--- src/rtl/io_input_cond.sv ---
`default_nettype none
// ============================================================================
// Module      : io_input_cond
// Description : Multi-channel key/switch conditioner: synchroniser, debounce,
//               polarity inversion, rise/fall pulses, sticky events, IRQ.
//               Long-press detection is built when IO_LONG_PRESS_EN is defined.
// Revision    : 1.0 - initial release
// ============================================================================
module io_input_cond #(
    parameter int                NUM_CH        = 4,
    parameter int                SYNC_STAGES   = 2,
    parameter int                STABLE_CYCLES = 2000000,
    parameter logic [NUM_CH-1:0] INV_MASK      = '0,
    parameter int                LONG_CYCLES   = 50000000
) (
    input  logic              i_clk,
    input  logic              i_rst,
    input  logic [NUM_CH-1:0] i_raw,
    input  logic [NUM_CH-1:0] i_evt_clr,
    input  logic [NUM_CH-1:0] i_irq_en,
    output logic [NUM_CH-1:0] o_level,
    output logic [NUM_CH-1:0] o_rise,
    output logic [NUM_CH-1:0] o_fall,
    output logic [NUM_CH-1:0] o_evt,
    output logic              o_irq,
    output logic [NUM_CH-1:0] o_long
);

    localparam int                 C_CNT_W   = (STABLE_CYCLES > 1) ? $clog2(STABLE_CYCLES) : 1;
    localparam logic [C_CNT_W-1:0] C_CNT_MAX = C_CNT_W'(STABLE_CYCLES - 1);

    logic [SYNC_STAGES-1:0][NUM_CH-1:0] r_sync;
    logic [NUM_CH-1:0]                  w_sync;
    logic [NUM_CH-1:0]                  w_accept;
    logic [NUM_CH-1:0]                  w_rise;
    logic [NUM_CH-1:0]                  w_fall;
    logic [NUM_CH-1:0]                  r_level;
    logic [NUM_CH-1:0]                  r_rise;
    logic [NUM_CH-1:0]                  r_fall;
    logic [NUM_CH-1:0]                  r_evt;

    // Inversion ahead of the first flop, so reset value '0 means "logically idle".
    always_ff @(posedge i_clk) begin
        if (i_rst) begin
            r_sync <= '0;
        end else begin
            r_sync[0] <= i_raw ^ INV_MASK;
            for (int s = 1; s < SYNC_STAGES; s++) begin
                r_sync[s] <= r_sync[s-1];
            end
        end
    end

    assign w_sync = r_sync[SYNC_STAGES-1];

    generate
        for (genvar g = 0; g < NUM_CH; g++) begin : g_debounce
            logic [C_CNT_W-1:0] r_cnt;

            always_ff @(posedge i_clk) begin
                if (i_rst) begin
                    r_cnt <= '0;
                end else if ((w_sync[g] == r_level[g]) || (r_cnt == C_CNT_MAX)) begin
                    r_cnt <= '0;
                end else begin
                    r_cnt <= r_cnt + C_CNT_W'(1);
                end
            end

            assign w_accept[g] = (w_sync[g] != r_level[g]) && (r_cnt == C_CNT_MAX);
        end
    endgenerate

    assign w_rise = w_accept & ~r_level;
    assign w_fall = w_accept & r_level;

    // Event is set both on the accepting edge and while o_rise is high, so a
    // clear coinciding with the rise pulse cannot swallow the event.
    always_ff @(posedge i_clk) begin
        if (i_rst) begin
            r_level <= '0;
            r_rise  <= '0;
            r_fall  <= '0;
            r_evt   <= '0;
        end else begin
            r_level <= r_level ^ w_accept;
            r_rise  <= w_rise;
            r_fall  <= w_fall;
            r_evt   <= (r_evt & ~i_evt_clr) | w_rise | r_rise;
        end
    end

    assign o_level = r_level;
    assign o_rise  = r_rise;
    assign o_fall  = r_fall;
    assign o_evt   = r_evt;
    assign o_irq   = |(r_evt & i_irq_en);

`ifdef IO_LONG_PRESS_EN
    localparam int                  C_HOLD_W   = (LONG_CYCLES > 1) ? $clog2(LONG_CYCLES) : 1;
    localparam logic [C_HOLD_W-1:0] C_HOLD_MAX = C_HOLD_W'(LONG_CYCLES - 1);
    localparam logic [C_HOLD_W-1:0] C_HOLD_PRE = C_HOLD_W'(LONG_CYCLES - 2);

    logic [NUM_CH-1:0] w_long;

    generate
        for (genvar g = 0; g < NUM_CH; g++) begin : g_long
            logic [C_HOLD_W-1:0] r_hold;
            logic                r_long;

            // Counter saturates at the terminal value, giving one pulse per press.
            always_ff @(posedge i_clk) begin
                if (i_rst) begin
                    r_hold <= '0;
                    r_long <= 1'b0;
                end else begin
                    r_long <= 1'b0;
                    if (!r_level[g]) begin
                        r_hold <= '0;
                    end else if (r_hold != C_HOLD_MAX) begin
                        r_hold <= r_hold + C_HOLD_W'(1);
                        if (r_hold == C_HOLD_PRE) begin
                            r_long <= 1'b1;
                        end
                    end
                end
            end

            assign w_long[g] = r_long;
        end
    endgenerate

    assign o_long = w_long;
`else
    assign o_long = '0;
`endif

endmodule
`default_nettype wire
--- config.mk ---
export PLATFORM = sky130hd
export DESIGN_NAME = io_input_cond
export DESIGN_NICKNAME = d
export VERILOG_FILES = /design/src/rtl/io_input_cond.sv
export SDC_FILE = /design/constraint.sdc
export NUM_CORES = 1
export LEC_CHECK = 0
export ABC_CLOCK_PERIOD_IN_PS = 6100
export BUFFER_PORTS_ARGS = -buffer_cell sky130_fd_sc_hd__buf_2
export CAP_MARGIN = 20
export CELL_PAD_IN_SITES_DETAIL_PLACEMENT = 1
export CELL_PAD_IN_SITES_GLOBAL_PLACEMENT = 2
export CORE_MARGIN = 2
export CORE_UTILIZATION = 40
export DETAILED_ROUTE_END_ITERATION = 16
export GPL_TIMING_DRIVEN = 0
export PLACE_DENSITY = 0.93
export RECOVER_POWER = 100
export SYNTH_ARGS = -nofsm -noshare
export SYNTH_HDL_FRONTEND = slang
export SYNTH_SLANG_ARGS = --single-unit
--- constraint.sdc ---
create_clock -name i_clk -period 6.1 [get_ports i_clk]
set_clock_uncertainty 0.1 [all_clocks]
set_input_delay 0.305 -clock i_clk [delete_from_list [all_inputs] [get_ports i_clk]]
set_output_delay 0.305 -clock i_clk [all_outputs]
set_load 0.01 [all_outputs]
==> results list, run 1 <==
- Portion of the post-synthesis area used by sequential elements: 0.449
- Multi-input logic area: 0.00244 mm2
- Most numerous cell on the critical path: sky130_fd_sc_hd__or4_1
* Global route overflow: 0
* Die footprint: 0.0129 mm2
- TritonCTS created 9 clock buffers.
* Row Count: 40
* Starting density of the core: 0.406
* Min Tclk post-route: 3.21 ns
- Total count of max-transition violations in the final report: 0
- Leading area contributor after synthesis: sky130_fd_sc_hd__dfxtp_1
* Ys Warns: 0
* Power per unit of standard cell area: 248 mW/mm2
* Worst max-slew margin expressed relative to the limit: 0.223
* Mean instance size in the synthesized netlist: 8.78 um2
- After clock tree synthesis, the clock-pin slew on the worst setup and hold paths is 0.07 ns.
- The region available for standard cell placement spans 0.0119 mm2.
- Critical Path Start Type: flip-flop
* Iteration count of the initial detailed-routing pass: 4
- Share of Yosys cell area claimed by the top area cell type: 0.449
- Once the clock tree was built, the resizer swapped 0 gates to a different size.
- Clock Latency Late Sink: 0.35 ns
- In this run the static leakage power is 1.63 nW.
- Vertical die dimension: 114 um
- First-pass GRT wire length: 19800 um
* Antenna violations before repair: 0
- Compared with the post-synthesis result, the final layout area differs by 11.6%.
- Summed over all layers, the routed wires come to 11400 um.
* Critical-path top delay cell: sky130_fd_sc_hd__o21ai_0
- In the routed design, unresolved DRC markers number 0.
- Synth cell types: 45
* Predominant post-synthesis flop cell: sky130_fd_sc_hd__dfxtp_1
* Buffers from clock root to sink, at most: 2
- Setup total negative slack on the finished layout was measured at 0 ns.
* Number of endpoints with negative hold slack in the final report: 0
- Number of synthesized register bits: 108
- The root buffer cell chosen for the clock tree is sky130_fd_sc_hd__clkbuf_16.
- CTS tree: built
- For this run, the top clock speed supported by timing is 0.312 GHz.
* Count of port buffers added during placement: 29
- Max Fanout on Critical Path: 10
- At the pin with the least slew margin, the transition time is 1.15 ns.
- The layout has 1452 filler cells.
- Maximum number of pins on one net before global-route repair: 17
- Die W: 114 um
* Top post-synthesis cells by area: sky130_fd_sc_hd__dfxtp_1, sky130_fd_sc_hd__nor2_1, sky130_fd_sc_hd__xor2_1
* Avg Vias per Cell: 5.45
- After technology mapping, the gate count stands at 548.
* Final HPWL DP: 8440 um
- Walking the worst path, the cells encountered are or4_1, or4_1, o21ai_0, clkbuf_1, nor2_1.
- In this run the post-CTS setup repair buffer count came out at 0.
- Total standard cell area after synthesis: 0.00481 mm2
- The via count of the first global-routing pass is 4205.
- Worst min-delay path category: in2reg
* Area used by sequential logic in the layout: 0.00216 mm2
- Dividing the detail-routed wire length by the instance count gives 15.4 um.
- RSZ-0062 raised after global routing: false
* Worst Setup End Kind: flip-flop
- Maximum Capacitance Violations: 0
- 35 I/O pins were placed.
* Count of clock tree sinks: 108
- Fraction of layout instances using a drive strength above 1: 0.0654
- Data arrival at the endpoint of the critical path: 3.33 ns
* Number of vias in the routed layout: 4050
- Iteration-0 DRC Markers: 120
* Layout net count: 609
* Largest stage delay on the critical path: 0.92 ns
* Share of synthesized flip-flops with an asynchronous set or reset: 0
- Final cell utilization of the core: 0.453
- Largest voltage drop on the vdd net: 0.138 mV
- Run status: finished clean
- In the global route stage, overall resource usage came out at 0.190.
- Req. time, crit path: 6.22 ns
- In this run the remaining antenna-violating nets after routing total 0.
- Final-report setup violation count: 0
- The number of antenna diodes in the final layout is 0.
- The critical path is of the reg2reg type.
- EDFF count, synth: 0
* Ratio of final minimum period to clock period: 0.526
* Placer's final routability congestion estimate: 0.776
- The clock tree synthesis step divided the H-tree into 3 levels.
* Hold-fix buffers, CTS: 0
-- kinds of logic (layout without fill, tap and decap cells) --
logic type | Yosys count | count (layout) | synth area share
AO/OA/AOI/OAI | 82 | 82 | 0.0978
buffers and inverters | 34 | 79 | 0.0385
other | 1 | 4 | 0.000779
AND/OR/NAND/NOR | 271 | 271 | 0.316
XOR/XNOR | 48 | 48 | 0.0874
adder cells (fa/ha/maj) | 4 | 4 | 0.0104
flip-flops | 108 | 108 | 0.449
-- cell usage in the layout, fill, tap and decap left out, types with 3 or more instances in the layout --
| cell | netlist | final |
|---|---|---|
| sky130_fd_sc_hd__dfxtp_1 | 108 | 108 |
| sky130_fd_sc_hd__nor2_1 | 63 | 63 |
| sky130_fd_sc_hd__a21oi_1 | 42 | 42 |
| sky130_fd_sc_hd__nand3_1 | 35 | 35 |
| sky130_fd_sc_hd__clkbuf_1 | 10 | 34 |
| sky130_fd_sc_hd__nand4_1 | 27 | 27 |
| sky130_fd_sc_hd__nand2_1 | 26 | 26 |
| sky130_fd_sc_hd__xor2_1 | 25 | 25 |
| sky130_fd_sc_hd__o21ai_0 | 20 | 23 |
| sky130_fd_sc_hd__xnor2_1 | 23 | 23 |
| sky130_fd_sc_hd__or4_1 | 15 | 18 |
| sky130_fd_sc_hd__or3_1 | 16 | 16 |
| sky130_fd_sc_hd__nor3_1 | 15 | 15 |
| sky130_fd_sc_hd__inv_1 | 13 | 13 |
| sky130_fd_sc_hd__nor4_1 | 12 | 12 |
| sky130_fd_sc_hd__buf_2 | 0 | 12 |
| sky130_fd_sc_hd__and4_1 | 11 | 11 |
| sky130_fd_sc_hd__and3_1 | 10 | 10 |
| sky130_fd_sc_hd__o31ai_1 | 10 | 10 |
| sky130_fd_sc_hd__nand2b_1 | 9 | 9 |
| sky130_fd_sc_hd__clkbuf_16 | 0 | 9 |
| sky130_fd_sc_hd__nor2b_1 | 8 | 8 |
| sky130_fd_sc_hd__and2_1 | 6 | 4 |
| sky130_fd_sc_hd__ha_1 | 4 | 4 |
| sky130_fd_sc_hd__buf_4 | 7 | 4 |
| sky130_fd_sc_hd__conb_1 | 1 | 4 |
| sky130_fd_sc_hd__nand4b_1 | 3 | 3 |
| sky130_fd_sc_hd__a21o_1 | 3 | 3 |
-- cell type report --
class | instances | area share
multi-input combinational | 409 | 0.455
timing repair buffer | 29 | 0.0231
sequential | 108 | 0.403
buffer | 21 | 0.0191
clock buffer | 12 | 0.0478
inverter | 13 | 0.00909
tap | 147 | 0.0342
clock inverter | 4 | 0.00885
-- stage by stage --
step / power (mW) / hold slack [ns] / cells / setup slack, ns / instance area [um2]
2_1_floorplan: 0.741 / 0.314 / 551 / 4.03 / 4820
3_3_place_gp: 0.749 / 0.320 / 727 / 3.79 / 5150
3_5_place_dp: 0.750 / 0.325 / 727 / 3.76 / 5150
4_1_cts: 1.35 / 0.0377 / 743 / 3.73 / 5460
5_1_grt: 1.38 / 0.0881 / 743 / 2.67 / 5370
6_report: 1.33 / 0.0627 / 743 / 2.89 / 5370
-- state kept, by name (all words and copies together) (netlist names), named ones only --
signal            flops
w_sync                4
o_fall                4
r_sync                4
o_rise                4
g_debounce.r_cnt     84
o_evt                 4
-- path summary, 6_finish.rpt --
kind / slack (ns) / cells past startpoint / end / startpoint
worst min register to register: 0.34 / 1 / w_sync[0] / r_sync[0]
worst min-delay path: 0.06 / 2 / r_sync[1] / i_raw[1]
worst max-delay path: 2.89 / 5 / g_debounce[3].r_cnt[16] / g_debounce[3].r_cnt[12]
worst max register to register: 2.89 / 5 / g_debounce[3].r_cnt[16] / g_debounce[3].r_cnt[12]
-- power by group --
group | total (mW) | switching [mW] | internal [mW]
clock | 0.598 | 0.258 | 0.340
combinational | 0.0222 | 0.0134 | 0.00881
sequential | 0.710 | 0.00191 | 0.708
-- cell usage after synthesis (2+ instances only) --
cell type                    n
sky130_fd_sc_hd__o21ai_0    20
sky130_fd_sc_hd__xnor2_1    23
sky130_fd_sc_hd__and4_1     11
sky130_fd_sc_hd__xor2_1     25
sky130_fd_sc_hd__or2_2       2
sky130_fd_sc_hd__or3_1      16
sky130_fd_sc_hd__nand4b_1    3
sky130_fd_sc_hd__ha_1        4
sky130_fd_sc_hd__nor4_1     12
sky130_fd_sc_hd__a21oi_1    42
sky130_fd_sc_hd__nor3_1     15
sky130_fd_sc_hd__nand3_1    35
sky130_fd_sc_hd__or4_4       3
sky130_fd_sc_hd__or3b_2      2
sky130_fd_sc_hd__o31ai_1    10
sky130_fd_sc_hd__nor2_1     63
sky130_fd_sc_hd__nand2_1    26
sky130_fd_sc_hd__and2_1      6
sky130_fd_sc_hd__nand4_1    27
sky130_fd_sc_hd__a22oi_1     2
sky130_fd_sc_hd__buf_6       3
sky130_fd_sc_hd__clkbuf_1   10
sky130_fd_sc_hd__inv_1      13
sky130_fd_sc_hd__buf_4       7
sky130_fd_sc_hd__and3_1     10
sky130_fd_sc_hd__a21o_1      3
sky130_fd_sc_hd__dfxtp_1   108
sky130_fd_sc_hd__nor2b_1     8
sky130_fd_sc_hd__or4_1      15
sky130_fd_sc_hd__nand2b_1    9
-- worst max-delay path, delay by kind of cell (launching register included) --
family | cells | cell delay, ns
buf+inv | 1 | 0.44
simple gates | 3 | 1.26
flops | 1 | 0.36
compound gates | 1 | 0.92
-- layer usage --
| layer | global-route usage | share of wire |
|---|---|---|
| met1 | 0.225 | 0.45 |
| met2 | 0.339 | 0.50 |
| met3 | 0.0526 | 0.033 |
| met4 | 0.0504 | 0.013 |
| met5 | 0 | 0 |
Note: power is estimated with default switching activity, not from simulation.
==> run 2: changes to the inputs <==
--- a/config.mk
+++ b/config.mk
@@ -5,16 +5,16 @@
 export SDC_FILE = /design/constraint.sdc
 export NUM_CORES = 1
 export LEC_CHECK = 0
-export ABC_CLOCK_PERIOD_IN_PS = 6100
+export ABC_CLOCK_PERIOD_IN_PS = 3200
 export BUFFER_PORTS_ARGS = -buffer_cell sky130_fd_sc_hd__buf_2
 export CAP_MARGIN = 20
 export CELL_PAD_IN_SITES_DETAIL_PLACEMENT = 1
 export CELL_PAD_IN_SITES_GLOBAL_PLACEMENT = 2
 export CORE_MARGIN = 2
-export CORE_UTILIZATION = 40
+export CORE_UTILIZATION = 37
 export DETAILED_ROUTE_END_ITERATION = 16
 export GPL_TIMING_DRIVEN = 0
-export PLACE_DENSITY = 0.93
+export PLACE_DENSITY = 0.88
 export RECOVER_POWER = 100
 export SYNTH_ARGS = -nofsm -noshare
 export SYNTH_HDL_FRONTEND = slang
==> constraint.sdc (replaced) <==
create_clock -name i_clk -period 3.2 [get_ports i_clk]
set_clock_uncertainty 0.1 [all_clocks]
set_input_delay 0.16 -clock i_clk [delete_from_list [all_inputs] [get_ports i_clk]]
set_output_delay 0.16 -clock i_clk [all_outputs]
set_load 0.01 [all_outputs]
==> run 2 against run 1 <==
Net effect: cell count rose by 3.9%; power rose by 84%; worst hold slack got worse by 0.013 ns; worst setup slack got worse by 2.4 ns; critical path depth did not move; die area rose by 7.8%; global-route usage fell by 1.4 points.
==> results list, run 2 (same netlist as run 1, synthesis figures left out) <==
* Run status: finished clean
- The worst setup path is launched from a flip-flop.
- Overall power of the completed layout: 2.45 mW
- Most frequent standard cell in the layout excluding fill and tap cells: sky130_fd_sc_hd__dfxtp_1
* Maximum number of pins on one net before global-route repair: 16
- Power share of the clock group: 0.428
- Layout net count: 614
- Setup repair after global routing left no endpoint under its margin.
* Final wirelength: 11600 um
- Power per unit of standard cell area: 450 mW/mm2
- Avg Vias per Cell: 5.37
* Row Count: 41
* CTS HTree Levels: 3
- The die is 118 um tall.
* Buffers from clock root to sink, at most: 2
- Synthesis-to-layout area growth: 13.0%
- Summed over all nets, wire length on met3 after detailed routing comes to 364 um.
- The cell sitting at the root of the clock tree is a sky130_fd_sc_hd__clkbuf_16.
- Summing all flip-flop and latch instances after layout gives 0.00216 mm2.
- The number of antenna diodes in the final layout is 0.
- Most numerous cell on the critical path: sky130_fd_sc_hd__or4_1
- The largest single stage delay on the critical path is 0.68 ns.
- The via count of the first global-routing pass was 4348.
* Final worst setup slack: 0.504 ns
* Largest voltage drop on the vdd net: 0.313 mV
* Top library cells by usage in the layout, fill and taps aside: sky130_fd_sc_hd__dfxtp_1, sky130_fd_sc_hd__nor2_1, sky130_fd_sc_hd__a21oi_1, sky130_fd_sc_hd__nand3_1, sky130_fd_sc_hd__clkbuf_1
* Max Fanout on Critical Path: 10
* Final-layout fill cell count: 1570
- Number of endpoints with negative hold slack in the final report: 0
* Final-report setup violation count: 0
* Clock-pin slew on the worst setup and hold paths: 0.07 ns
* Max FFs per register: 84
- At the later pin of the worst-skew pair, clock insertion delay measures 0.35 ns.
- Die footprint: 0.0139 mm2
- The max-slew violation count was 0.
- Post-route DRC: 0
- Routability-driven placement finished with a final weighted congestion of 0.785.
- Dividing the final minimum period by the clock period gives 0.843.
* Iteration count of the initial detailed-routing pass: 4
- For this run the aggregate overflow at the end of global routing stands at 0.
- For this design the total switching power over the nets is 512 uW.
* Iteration-0 DRC Markers: 135
- Pin placement for this block handled 35 I/O pins.
* Routed met2 length: 5830 um
- At the end of the flow the core is filled with cells to 0.429.
* Die W: 118 um
- Total leakage power: 1.65 nW
- Traced cell by cell, the critical path runs through or4_1, or4_1, o21ai_1, buf_6, nor2_1.
* Setup slack at placement: 0.830 ns
* Antenna violations before repair: 0
- Adding up every negative setup slack in the final design gives 0 ns.
- The path class of the tightest hold or removal check is in2reg.
- Number of vias in the routed layout: 4144
- Based on the critical path, the design can be clocked at up to 0.371 GHz.
* Register share of total power: 0.553
- Combined global-route utilization of all metal layers: 0.175
* Data arrival at the endpoint of the critical path: 2.84 ns
* Min Tclk post-route: 2.70 ns
- Design internal power: 1.94 mW
* Count of placed standard cells including taps: 752
* First-pass GRT wire length: 20300 um
* CTS tree: built
* Fraction of layout instances using a drive strength above 1: 0.0667
- Non-filler cells in the finished layout: 772
* Critical-path top delay cell: sky130_fd_sc_hd__o21ai_1
* Final HPWL DP: 8480 um
* Maximum Capacitance Violations: 0
- Worst slew pin tran: 0.828 ns
- PostCTS Resize Cnt: 0
- After floorplanning, the core was sized to cover 0.0127 mm2.
- Highest signal layer in the routed design: met4
- In the final routed layout, each cell accounts on average for 15.0 um.
- The initial utilization of the core area, before any placement, comes to 0.380.
- For the worst setup path, the data required time is 3.34 ns.
- Multi-input logic area: 0.00245 mm2
- Setup bufs post-CTS: 0
* ANT nets after route: 0
* Count of port buffers added during placement: 29
- Wire length on met1: 5250 um
- CTS buffer count: 9
- Worst Setup End Kind: flip-flop
- Count of clock tree sinks: 108
- Largest reg by FF count: g_debounce.r_cnt
- Of the total power, combinational logic draws 0.019.
- Kind of critical path: reg2reg
- Of the total power, the share spent switching nets is 0.209.
- In this run the tightest slew margin relative to its limit is 0.444.
-- run 2: timing repair --
action                                  in CTS  in global routing
hold buffers                                 5                  0
endpoints found under the setup margin       0                  0
endpoints found under the hold margin        5                  0
-- run 2: per-layer routing --
metal	track usage	vias to the layer above
met2	0.314	40
li1	-	2057
met5	0	-
met3	0.0460	12
met1	0.205	2035
met4	0.0505	0
-- run 2: path summary, 6_finish.rpt --
| kind | startpoint | end | slack [ns] | cells past startpoint |
|---|---|---|---|---|
| max | g_debounce[3].r_cnt[12] | g_debounce[3].r_cnt[14] | 0.50 | 5 |
| min | i_evt_clr[1] | o_evt[1] | 0.05 | 4 |
| max reg2reg | g_debounce[3].r_cnt[12] | g_debounce[3].r_cnt[14] | 0.50 | 5 |
| min reg2reg | r_sync[3] | w_sync[3] | 0.34 | 1 |
-- run 2: area by class of cell --
type                    instances  share of cell area
plain buffers                  21              0.0216
clock buffers                  13              0.0479
clock inverters                 2             0.00184
inverters                      13             0.00898
multi-input cells             409               0.450
flip-flops and latches        108               0.398
well taps                     172              0.0396
repair buffers                 34              0.0320
-- run 2: stage by stage --
step / cell area, um2 / hold WS (ns)
final: 5440 / 0.0500
after floorplan: 4820 / 0.188
after CTS: 5500 / 0.0449
after detailed placement: 5180 / 0.283
after global routing: 5440 / 0.0876
after global placement: 5180 / 0.284
-- run 2: worst max-delay path: cells and delay by family (launching register included) --
family	cells	cell delay, ns
AO/OA/AOI/OAI	1	0.68
AND/OR/NAND/NOR	3	1.22
flip-flops	1	0.36
buffers and inverters	1	0.24
-- run 2: power groups by stage --
| stage | Sequential [mW] | Clock [mW] | Combinational, mW |
|---|---|---|---|
| 2_1_floorplan | 1.38 | 0 | 0.0290 |
| 3_3_place_gp | 1.38 | 0 | 0.0448 |
| 3_5_place_dp | 1.38 | 0 | 0.0458 |
| 4_1_cts | 1.35 | 1.08 | 0.0507 |
| 5_1_grt | 1.35 | 1.14 | 0.0532 |
| 6_report | 1.35 | 1.05 | 0.0475 |
==> run 3: changes to the inputs <==
--- a/config.mk
+++ b/config.mk
@@ -5,16 +5,16 @@
 export SDC_FILE = /design/constraint.sdc
 export NUM_CORES = 1
 export LEC_CHECK = 0
-export ABC_CLOCK_PERIOD_IN_PS = 3200
+export ABC_CLOCK_PERIOD_IN_PS = 2400
 export BUFFER_PORTS_ARGS = -buffer_cell sky130_fd_sc_hd__buf_2
 export CAP_MARGIN = 20
 export CELL_PAD_IN_SITES_DETAIL_PLACEMENT = 1
 export CELL_PAD_IN_SITES_GLOBAL_PLACEMENT = 2
 export CORE_MARGIN = 2
-export CORE_UTILIZATION = 37
+export CORE_UTILIZATION = 33
 export DETAILED_ROUTE_END_ITERATION = 16
 export GPL_TIMING_DRIVEN = 0
-export PLACE_DENSITY = 0.88
+export PLACE_DENSITY = 0.83
 export RECOVER_POWER = 100
 export SYNTH_ARGS = -nofsm -noshare
 export SYNTH_HDL_FRONTEND = slang
==> constraint.sdc (replaced) <==
create_clock -name i_clk -period 2.4 [get_ports i_clk]
set_clock_uncertainty 0.1 [all_clocks]
set_input_delay 0.12 -clock i_clk [delete_from_list [all_inputs] [get_ports i_clk]]
set_output_delay 0.12 -clock i_clk [all_outputs]
set_load 0.01 [all_outputs]
==> run 3 against run 2 <==
Net effect: non-clock buffer count rose by 4; global-route usage fell by 2.4 points; combinational power rose by 44%; sequential power rose by 33%; clock power rose by 52%; worst hold slack got worse by 0.011 ns; first-iteration DRC count rose by 41%; cell count rose by 2.2%; largest power group unchanged.
==> results list, run 3 (same netlist as run 1, synthesis figures left out) <==
- Count of clock tree sinks: 108
* Top library cells by usage in the layout, fill and taps aside: sky130_fd_sc_hd__dfxtp_1, sky130_fd_sc_hd__nor2_1, sky130_fd_sc_hd__a21oi_1, sky130_fd_sc_hd__nand3_1
- Setup slack at placement: 0.0789 ns
- Met3 global-route usage: 0.0438
* Most frequent standard cell in the layout excluding fill and tap cells: sky130_fd_sc_hd__dfxtp_1
- Final cell utilization of the core: 0.388
* Combined global-route utilization of all metal layers: 0.151
- Cell chosen for the clock root: sky130_fd_sc_hd__clkbuf_16
* Setup TNS: 0 ns
* Antenna cells: 0
- Final HPWL DP: 8350 um
* Multi-input logic area: 0.00247 mm2
* Design internal power: 2.77 mW
- In this run the most used layer during global routing was met2.
- Across all register-to-register paths, the minimum setup slack is 0.13 ns.
* Final-layout fill cell count: 1715
- Largest reg by FF count: g_debounce.r_cnt
- The sequential cells in the finished layout cover a total of 0.00216 mm2.
- Power share of the clock group: 0.461
- The final layout contains 618 nets.
- Critical hold path startpoint: i_evt_clr[0]
- Total leakage power: 1.71 nW
- Clock Latency Late Sink: 0.35 ns
- Sw frac: 0.202
- Across the run, the number of max-cap violations was 0.
* Cell depth of the worst flop-to-flop path: 5
- CTS tree: built
- Of the total power, combinational logic draws 0.020.
- After global routing the overflow that remains totals 0.
- Die footprint: 0.0156 mm2
* Iteration count of the initial detailed-routing pass: 4
* First-pass GRT wire length: 19400 um
- The worst register-to-register path begins at g_debounce[3].r_cnt[12].
- Of all nets on the critical path, the largest fanout is 10.
* Count of port buffers added during placement: 29
- Critical Path Start Type: flip-flop
- After detailed routing, the number of vias per cell comes to 5.13.
- Worst Setup End Kind: flip-flop
- The share of total power dissipated in sequential elements is 0.520.
- Worst max-slew margin expressed relative to the limit: 0.620
* Total count of max-transition violations in the final report: 0
* Power per unit of standard cell area: 623 mW/mm2
- The tightest min-delay check is of the in2reg type.
- Synthesis-to-layout area growth: 15.9%
- Worst slew pin tran: 0.565 ns
- Met1 Resource Use GR: 0.189
* Area of the placeable core: 0.0144 mm2
* Maximum number of pins on one net before global-route repair: 17
- Number of vias in the routed layout: 4050
- The worst path in the final design needs a cycle of 2.27 ns, including I/O delays and setup.
- Kind of critical path: reg2reg
* Final-report setup violation count: 0
- The initial antenna violation count came to 0.
* Detail-routed net length per standard cell: 14.6 um
- Pin placement for this block handled 35 I/O pins.
- Number of endpoints with negative hold slack in the final report: 0
- CTS buffer count: 9
- Starting density of the core: 0.335
- Clock-pin slew was measured on the worst setup and hold paths at 0.07 ns.
- For this design the total switching power over the nets is 701 uW.
- Largest voltage drop on the vdd net: 0.360 mV
* Final wirelength: 11500 um
- ANT nets after route: 0
- CTS HTree Levels: 3
* Achievable clock frequency: 0.440 GHz
- In the routed design, unresolved DRC markers number 0.
- Final worst setup slack: 0.126 ns
- The register with the most flip-flops in the layout has 84 of them.
- Of the available clock period, the critical path in the final layout requires 0.948.
* Via count of the first global-routing pass: 4035
- STA puts the critical path data arrival time at 2.42 ns.
- GRT met2 Usage: 0.254
* Critical R2R Capture: g_debounce[3].r_cnt[13]
- The worst hold path was traced through 4 stages.
* Fraction of layout instances using a drive strength above 1: 0.0860
- The floorplan has 44 rows.
- At the end of routability-driven placement, the weighted congestion stood at 0.788.
- Req. time, crit path: 2.55 ns
- Die W: 125 um
- Vertical die dimension: 125 um
* Iteration-0 DRC Markers: 191
- The clock passes through at most 2 buffers.
- The flow ran to the end, and the final reports show no timing, DRC or antenna violations.
- Hold Path Sink: o_evt[0]
==> run 3: changes by cell type in the layout (fill, tap and decap cells not counted), sizes merged <==
cell,previous run,this run
buf,18,23
bufinv,0,2
clkbuf,44,39
clkinv,2,3
dlygate4sd3,5,7
==> run 3: worst max-delay path: stages, from the launching register on <==
cell and delay, ns:
sky130_fd_sc_hd__dfxtp_1 0.36, sky130_fd_sc_hd__or4_4 0.53, sky130_fd_sc_hd__or4_1 0.61, sky130_fd_sc_hd__o21ai_4 0.31, sky130_fd_sc_hd__buf_6 0.20, sky130_fd_sc_hd__nor2_1 0.06
==> run 3: worst max path at each step <==
stage | slack, ns | to | start | depth (start not counted)
2_1_floorplan | 0.33 | g_debounce[0].r_cnt[18] | g_debounce[0].r_cnt[0] | 6
3_3_place_gp | 0.12 | g_debounce[0].r_cnt[20] | g_debounce[0].r_cnt[1] | 6
3_5_place_dp | 0.08 | g_debounce[0].r_cnt[20] | g_debounce[0].r_cnt[0] | 6
4_1_cts | 0.06 | g_debounce[0].r_cnt[20] | g_debounce[0].r_cnt[0] | 6
5_1_grt | -0.005 | g_debounce[0].r_cnt[20] | g_debounce[0].r_cnt[0] | 6
6_report | 0.13 | g_debounce[3].r_cnt[13] | g_debounce[3].r_cnt[12] | 5
==> run 3: repair_timing <==
| item | CTS | global route |
|---|---|---|
| gates resized for setup | 0 | 5 |
| setup buffers | 0 | 2 |
| endpoints found under the setup margin | 0 | 32 |
| hold buffers | 7 | 0 |
| endpoints found under the hold margin | 7 | 0 |
==> run 3: final cells by class <==
class,instances,share of cell area
repair buffers,38,0.0375
plain buffers,21,0.0236
well taps,184,0.0413
flip-flops and latches,108,0.388
clock buffers,11,0.0435
clock inverters,5,0.0135
multi-input cells,409,0.444
inverters,13,0.00875
==> run 3: metal layers <==
| layer | vias to the layer above | routed length, um |
|---|---|---|
| met5 | - | 0 |
| li1 | 2078 | - |
| met3 | 9 | 330 |
| met1 | 1934 | 5550 |
| met2 | 29 | 5500 |
| met4 | 0 | 121 |
==> run 3: power groups by stage <==
stage          clock network (mW)  registers, mW  logic, mW
6_report                     1.60           1.80     0.0685
5_1_grt                      1.71           1.80     0.0763
3_5_place_dp                    0           1.85     0.0616
2_1_floorplan                   0           1.84     0.0386
4_1_cts                      1.65           1.80     0.0712
3_3_place_gp                    0           1.85     0.0597
==> run 3: metrics by stage <==
step	hold WS, ns	instances	cell area (um2)	total power, mW
2_1_floorplan	0.148	551	4820	1.88
3_3_place_gp	0.233	764	5200	1.90
3_5_place_dp	0.242	764	5200	1.91
4_1_cts	0.0305	787	5590	3.52
5_1_grt	0.0654	789	5570	3.59
6_report	0.0393	789	5570	3.47
